==> src/rtl/shared_chunk_adder_ctrl.sv <==
// ---------------------------------------------------------------------------
// shared_chunk_adder_ctrl
//
// Performs full WIDTH-bit additions (A + B + ci) using a single CHUNK-bit
// adder that is stepped across the operands, least significant chunk first,
// with a registered carry between chunks. Two requesters share the unit under
// round-robin arbitration.
//
// Ports:
//   clk_i    system clock, rising edge
//   rst_i    asynchronous reset, active-high
//   req_i    request level, bit n = requester n (sampled only in IDLE)
//   a0_i/b0_i  requester 0 operands
//   a1_i/b1_i  requester 1 operands
//   ci_i     per-requester carry-in
//   busy_o   high while an addition is in RUN or DONE
//   done_o   one-hot completion pulse on the owning requester (one cycle)
//   q_o      sum, updated only at completion and held afterwards
//   co_o     final carry-out, same timing as q_o
// ---------------------------------------------------------------------------

// Plain ripple adder; instantiated once at chunk width by the controller.
module Generic_Adder #(
  parameter int WIDTH = 16
) (
  input  logic [WIDTH-1:0] A,
  input  logic [WIDTH-1:0] B,
  input  logic             CI,
  output logic [WIDTH-1:0] Q,
  output logic             CO
);

  assign {CO, Q} = {1'b0, A} + {1'b0, B} + {{WIDTH{1'b0}}, CI};

endmodule

module shared_chunk_adder_ctrl #(
  parameter int WIDTH = 64,
  parameter int CHUNK = 16
) (
  input  logic             clk_i,
  input  logic             rst_i,
  input  logic [1:0]       req_i,
  input  logic [WIDTH-1:0] a0_i,
  input  logic [WIDTH-1:0] b0_i,
  input  logic [WIDTH-1:0] a1_i,
  input  logic [WIDTH-1:0] b1_i,
  input  logic [1:0]       ci_i,
  output logic             busy_o,
  output logic [1:0]       done_o,
  output logic [WIDTH-1:0] q_o,
  output logic             co_o
);

  localparam int NCHUNK = WIDTH / CHUNK;
  localparam int CW     = $clog2(NCHUNK + 1);
  localparam logic [CW-1:0] LAST = CW'(NCHUNK - 1);

  typedef enum logic [1:0] {
    S_IDLE,
    S_RUN,
    S_DONE
  } state_t;

  state_t           r_state;
  state_t           w_state_nxt;

  logic [WIDTH-1:0] r_opa;
  logic [WIDTH-1:0] r_opb;
  logic [WIDTH-1:0] r_res;
  logic             r_carry;
  logic [CW-1:0]    r_cnt;
  logic             r_owner;
  logic             r_last;

  logic             w_gnt_valid;
  logic             w_gnt_id;
  logic             w_last_chunk;
  logic [CHUNK-1:0] w_sum;
  logic             w_co;

  // Ties go to whoever was not served last; a lone request wins outright.
  assign w_gnt_valid  = |req_i;
  assign w_gnt_id     = (req_i == 2'b11) ? ~r_last : req_i[1];
  assign w_last_chunk = (r_cnt == LAST);

  // Operands are shifted right one chunk per RUN cycle, so the adder always
  // sees the low chunk; this equals selecting chunk k by the counter.
  Generic_Adder #(
    .WIDTH (CHUNK)
  ) u_adder (
    .A  (r_opa[CHUNK-1:0]),
    .B  (r_opb[CHUNK-1:0]),
    .CI (r_carry),
    .Q  (w_sum),
    .CO (w_co)
  );

  always_ff @(posedge clk_i or posedge rst_i) begin
    if (rst_i) begin
      r_state <= S_IDLE;
    end else begin
      r_state <= w_state_nxt;
    end
  end

  always_comb begin
    w_state_nxt = r_state;
    case (r_state)
      S_IDLE:  if (w_gnt_valid) w_state_nxt = S_RUN;
      S_RUN:   if (w_last_chunk) w_state_nxt = S_DONE;
      S_DONE:  w_state_nxt = S_IDLE;
      default: w_state_nxt = S_IDLE;
    endcase
  end

  always_ff @(posedge clk_i or posedge rst_i) begin
    if (rst_i) begin
      r_opa   <= '0;
      r_opb   <= '0;
      r_res   <= '0;
      r_carry <= 1'b0;
      r_cnt   <= '0;
      r_owner <= 1'b0;
      r_last  <= 1'b1;
      busy_o  <= 1'b0;
      done_o  <= 2'b00;
      q_o     <= '0;
      co_o    <= 1'b0;
    end else begin
      case (r_state)
        S_IDLE: begin
          if (w_gnt_valid) begin
            r_opa   <= w_gnt_id ? a1_i : a0_i;
            r_opb   <= w_gnt_id ? b1_i : b0_i;
            r_carry <= ci_i[w_gnt_id];
            r_owner <= w_gnt_id;
            r_cnt   <= '0;
            busy_o  <= 1'b1;
          end
        end
        S_RUN: begin
          r_opa   <= r_opa >> CHUNK;
          r_opb   <= r_opb >> CHUNK;
          // Result chunks enter at the top and move down; after NCHUNK
          // steps chunk 0 sits in the least significant position.
          r_res   <= {w_sum, r_res[WIDTH-1:CHUNK]};
          r_carry <= w_co;
          r_cnt   <= r_cnt + 1'b1;
          if (w_last_chunk) begin
            q_o    <= {w_sum, r_res[WIDTH-1:CHUNK]};
            co_o   <= w_co;
            done_o <= r_owner ? 2'b10 : 2'b01;
          end
        end
        S_DONE: begin
          done_o <= 2'b00;
          busy_o <= 1'b0;
          r_last <= r_owner;
        end
        default: begin
          done_o <= 2'b00;
          busy_o <= 1'b0;
        end
      endcase
    end
  end

endmodule

==> config.mk <==
export PLATFORM = sky130hd
export DESIGN_NAME = shared_chunk_adder_ctrl
export DESIGN_NICKNAME = d
export VERILOG_FILES = /design/src/rtl/shared_chunk_adder_ctrl.sv
export SDC_FILE = /design/constraint.sdc
export NUM_CORES = 1
export LEC_CHECK = 0
export BUFFER_PORTS_ARGS = -buffer_cell sky130_fd_sc_hd__buf_2
export CAP_MARGIN = 30
export CORE_MARGIN = 2
export CORE_UTILIZATION = 57
export DETAILED_ROUTE_END_ITERATION = 6
export PLACE_DENSITY = 0.85
export SLEW_MARGIN = 20
export SYNTH_ARGS = -nofsm -noshare
export SYNTH_HDL_FRONTEND = slang
export SYNTH_HIERARCHICAL = 1
export SYNTH_SLANG_ARGS = --single-unit
export TNS_END_PERCENT = 1
==> constraint.sdc <==
create_clock -name clk_i -period 19.7 [get_ports clk_i]
set_input_delay 3.94 -clock clk_i [delete_from_list [all_inputs] [get_ports clk_i]]
set_output_delay 3.94 -clock clk_i [all_outputs]
set_load 0.05 [all_outputs]
==> impl_metrics.env <==
export IMPL_initial_utilization_pct=57.6
export IMPL_io_buffers=329
export IMPL_grt_max_degree=99
export IMPL_htree_levels=1
export IMPL_tightest_slew_ns=1.02
export IMPL_power_density_nw_per_um2=175
export IMPL_dpl_cell_area_um2=14200
export IMPL_viasPerCell=5.71
export IMPL_avgRoutedWirePerCell_um=19.2
export IMPL_hpwl_um=23600
export IMPL_clock_skew_final_ns=0.0119
export IMPL_die_h_um=152
export IMPL_finalInstanceArea_um2=15200
export IMPL_ys_seq_area_share_pct=50.7
export IMPL_mostFrequentLayoutCells="329 x buf_2, 273 x nand2_1, 250 x dfrtp_1"
export IMPL_status="complete, no violations"
export IMPL_slowest_stage="buf_4"
export IMPL_crit_type="primary input to flop"
export IMPL_wirelength_um=33400
export IMPL_pre_cts_slack_ns=12.60
export IMPL_num_vias=9907
export IMPL_grt_overflow=0
export IMPL_worstPathRequired_ns=20.10
export IMPL_grt_pass1_wl_um=51300
export IMPL_clk_latency_ns=0.53
export IMPL_detail_route_antenna_nets=0
export IMPL_slew_viol_final=0
export IMPL_setup_slack_ns=13.60
export IMPL_yosysUniqueCellTypes=50
export IMPL_first_global_vias=9777
export IMPL_grtUsageTotal_pct=28.8
export IMPL_slowest_delay_ns=0.84
export IMPL_fin_crit_sh_pct=31.0
export IMPL_ctsResizeCount=0
export IMPL_cts_root_buf="clkbuf_16"
export IMPL_placed_cells=1680
export IMPL_drc=0
export IMPL_cts_sinks=252
export IMPL_slew_limit_headroom_pct=32.0
export IMPL_syn_cell_area_um2=12400
export IMPL_drive_gt1_share_pct=33.7
export IMPL_synth_area_per_cell_um2=10.9
export IMPL_fin_cells=1734
export IMPL_dieArea_um2=23000
export IMPL_vdd_ir_drop_max_v=0.0000899
export IMPL_max_freq_mhz=164
export IMPL_setup_viol=0
export IMPL_cts_tree="yes"
export IMPL_path_common_cell="buf_4"
export IMPL_critPathLaunchType="primary input"
export IMPL_critical_path_max_fanout=65
export IMPL_cts_hold_fix_buffers=0
export IMPL_clockBufferDepth=3
export IMPL_fp_coreArea_um2=21600
export IMPL_async_flop_share_pct=100
export IMPL_hold_viol_final=0
export IMPL_ys_warn_count=6
export IMPL_antenna_found_initial=4
export IMPL_crit_chain="buf_2 > a21boi_4 > buf_4 > buf_4 > mux2i_1 > o211ai_1"
export IMPL_utilization_pct=70.4
export IMPL_post_cts_buffers=0
export IMPL_clkTransAtPathRegs_ns=0.07
export IMPL_io_pins=330
export IMPL_hold_class="flop to flop"
export IMPL_row_count=54
export IMPL_rsz0062_at_grt="false"
export IMPL_drt_pass1_iterations=5
export IMPL_arrival_ns=6.50
export IMPL_fin_tns_setup_ns=0
export IMPL_synth_seq_cells=252
export IMPL_synthCells=1139
export IMPL_cts_buffers_inserted=27
export IMPL_drt_iter0_drc=742
export IMPL_layout_commonest_cell="buf_2"
export IMPL_max_cap_viol_count=0
export IMPL_syn_nets=1420
export IMPL_finalNetCount=1712
export IMPL_min_period_ns=6.10
export IMPL_syn_to_final_growth_pct=22.2
export IMPL_synth_edf_count=0
export IMPL_gp_congestion=0.870
export IMPL_synth_ff_type="dfrtp_1"
export IMPL_die_width_um=152
export IMPL_end_kind="flop"
export IMPL_leakage_nw=7.63
[state kept, by name, summed over array words and instances (netlist names)]
| register | flops |
|---|---|
| busy_o | 1 |
| co_o | 1 |
| done_o | 2 |
| q_o | 64 |
| r_carry | 1 |
| r_cnt | 3 |
| r_last | 1 |
| r_opa | 64 |
| r_opb | 64 |
| r_owner | 1 |
| r_res | 48 |
| r_state | 2 |
[final timing paths]
check	startpoint	to	slack, ns	depth (start not counted)
min reg2reg	r_opb[32]	r_opb[16]	0.47	2
min in group asynchronous	rst_i	q_o[29]	3.52	2
max in group asynchronous	rst_i	r_opa[42]	15.00	4
max reg2reg	r_opb[0]	co_o	16.76	9
max	req_i[1]	r_opa[23]	13.60	6
min	r_opb[32]	r_opb[16]	0.47	2
[critical path: cells and delay by family]
family / cells / cell delay (ns)
mux: 1 / 0.29
compound gates: 2 / 0.49
buf+inv: 3 / 1.67
[power breakdown]
part           switching (mW)  leakage, nW  internal [mW]  total (mW)
clock network           0.206        0.456          0.315       0.520
logic                   0.784         4.00          0.447        1.23
registers               0.156         3.18          0.759       0.916
[routing by layer]
| layer | share of wire, % | track usage (%) | vias to the layer above |
|---|---|---|---|
| met5 | 0 | 0 | - |
| met4 | 5.0 | 14.4 | 0 |
| met3 | 6.3 | 4.13 | 97 |
| met2 | 50 | 48.1 | 438 |
| met1 | 39 | 36.7 | 4783 |
| li1 | - | - | 4589 |
[synthesized netlist by cell type, drive strengths merged, types with 2 or more instances]
library cell  count  area share (%)
nand2           274             8.3
dfrtp           251              50
mux2i           161              13
o21ai            99             4.0
o211ai           77             4.6
mux2             67             7.2
buf              52             2.7
clkbuf           29            0.87
o221ai           21             1.9
inv              18            0.54
ha               17             1.7
a21oi            14            0.65
xnor2             9            0.63
a21o              5            0.31
nor2              5            0.21
xor2              5            0.35
nand3             4            0.16
nand2b            3            0.15
o21bai            3            0.18
fa                2            0.32
nor2b             2            0.10
nor3              2            0.12
o21a              2            0.12
o31ai             2            0.16
or2               2            0.10
[logic make-up after synthesis]
| group | synth area share, % |
|---|---|
| compound gates | 12.7 |
| mux | 20.2 |
| xor+xnor | 0.985 |
| flops | 50.7 |
| buf+inv | 4.09 |
| fa+ha+maj | 2.03 |
| simple gates | 9.34 |
[metrics by stage]
step	power (mW)	hold WS, ns
6_report	2.67	0.472
5_1_grt	2.83	0.512
4_1_cts	2.67	0.475
3_5_place_dp	2.15	0.465
3_3_place_gp	2.07	0.459
2_1_floorplan	1.82	0.446
[final cells by class]
class / instances / area (um2)
Antenna cell: 4 / 10.0
Clock buffer: 32 / 724
Clock inverter: 16 / 196
Fill cell: 1552 / 6410
Inverter: 18 / 75.1
Multi-Input combinational cell: 788 / 5670
Sequential cell: 252 / 6310
Tap cell: 280 / 350
Timing Repair Buffer: 344 / 1880
No activity file was read; power rests on OpenSTA's default activity.
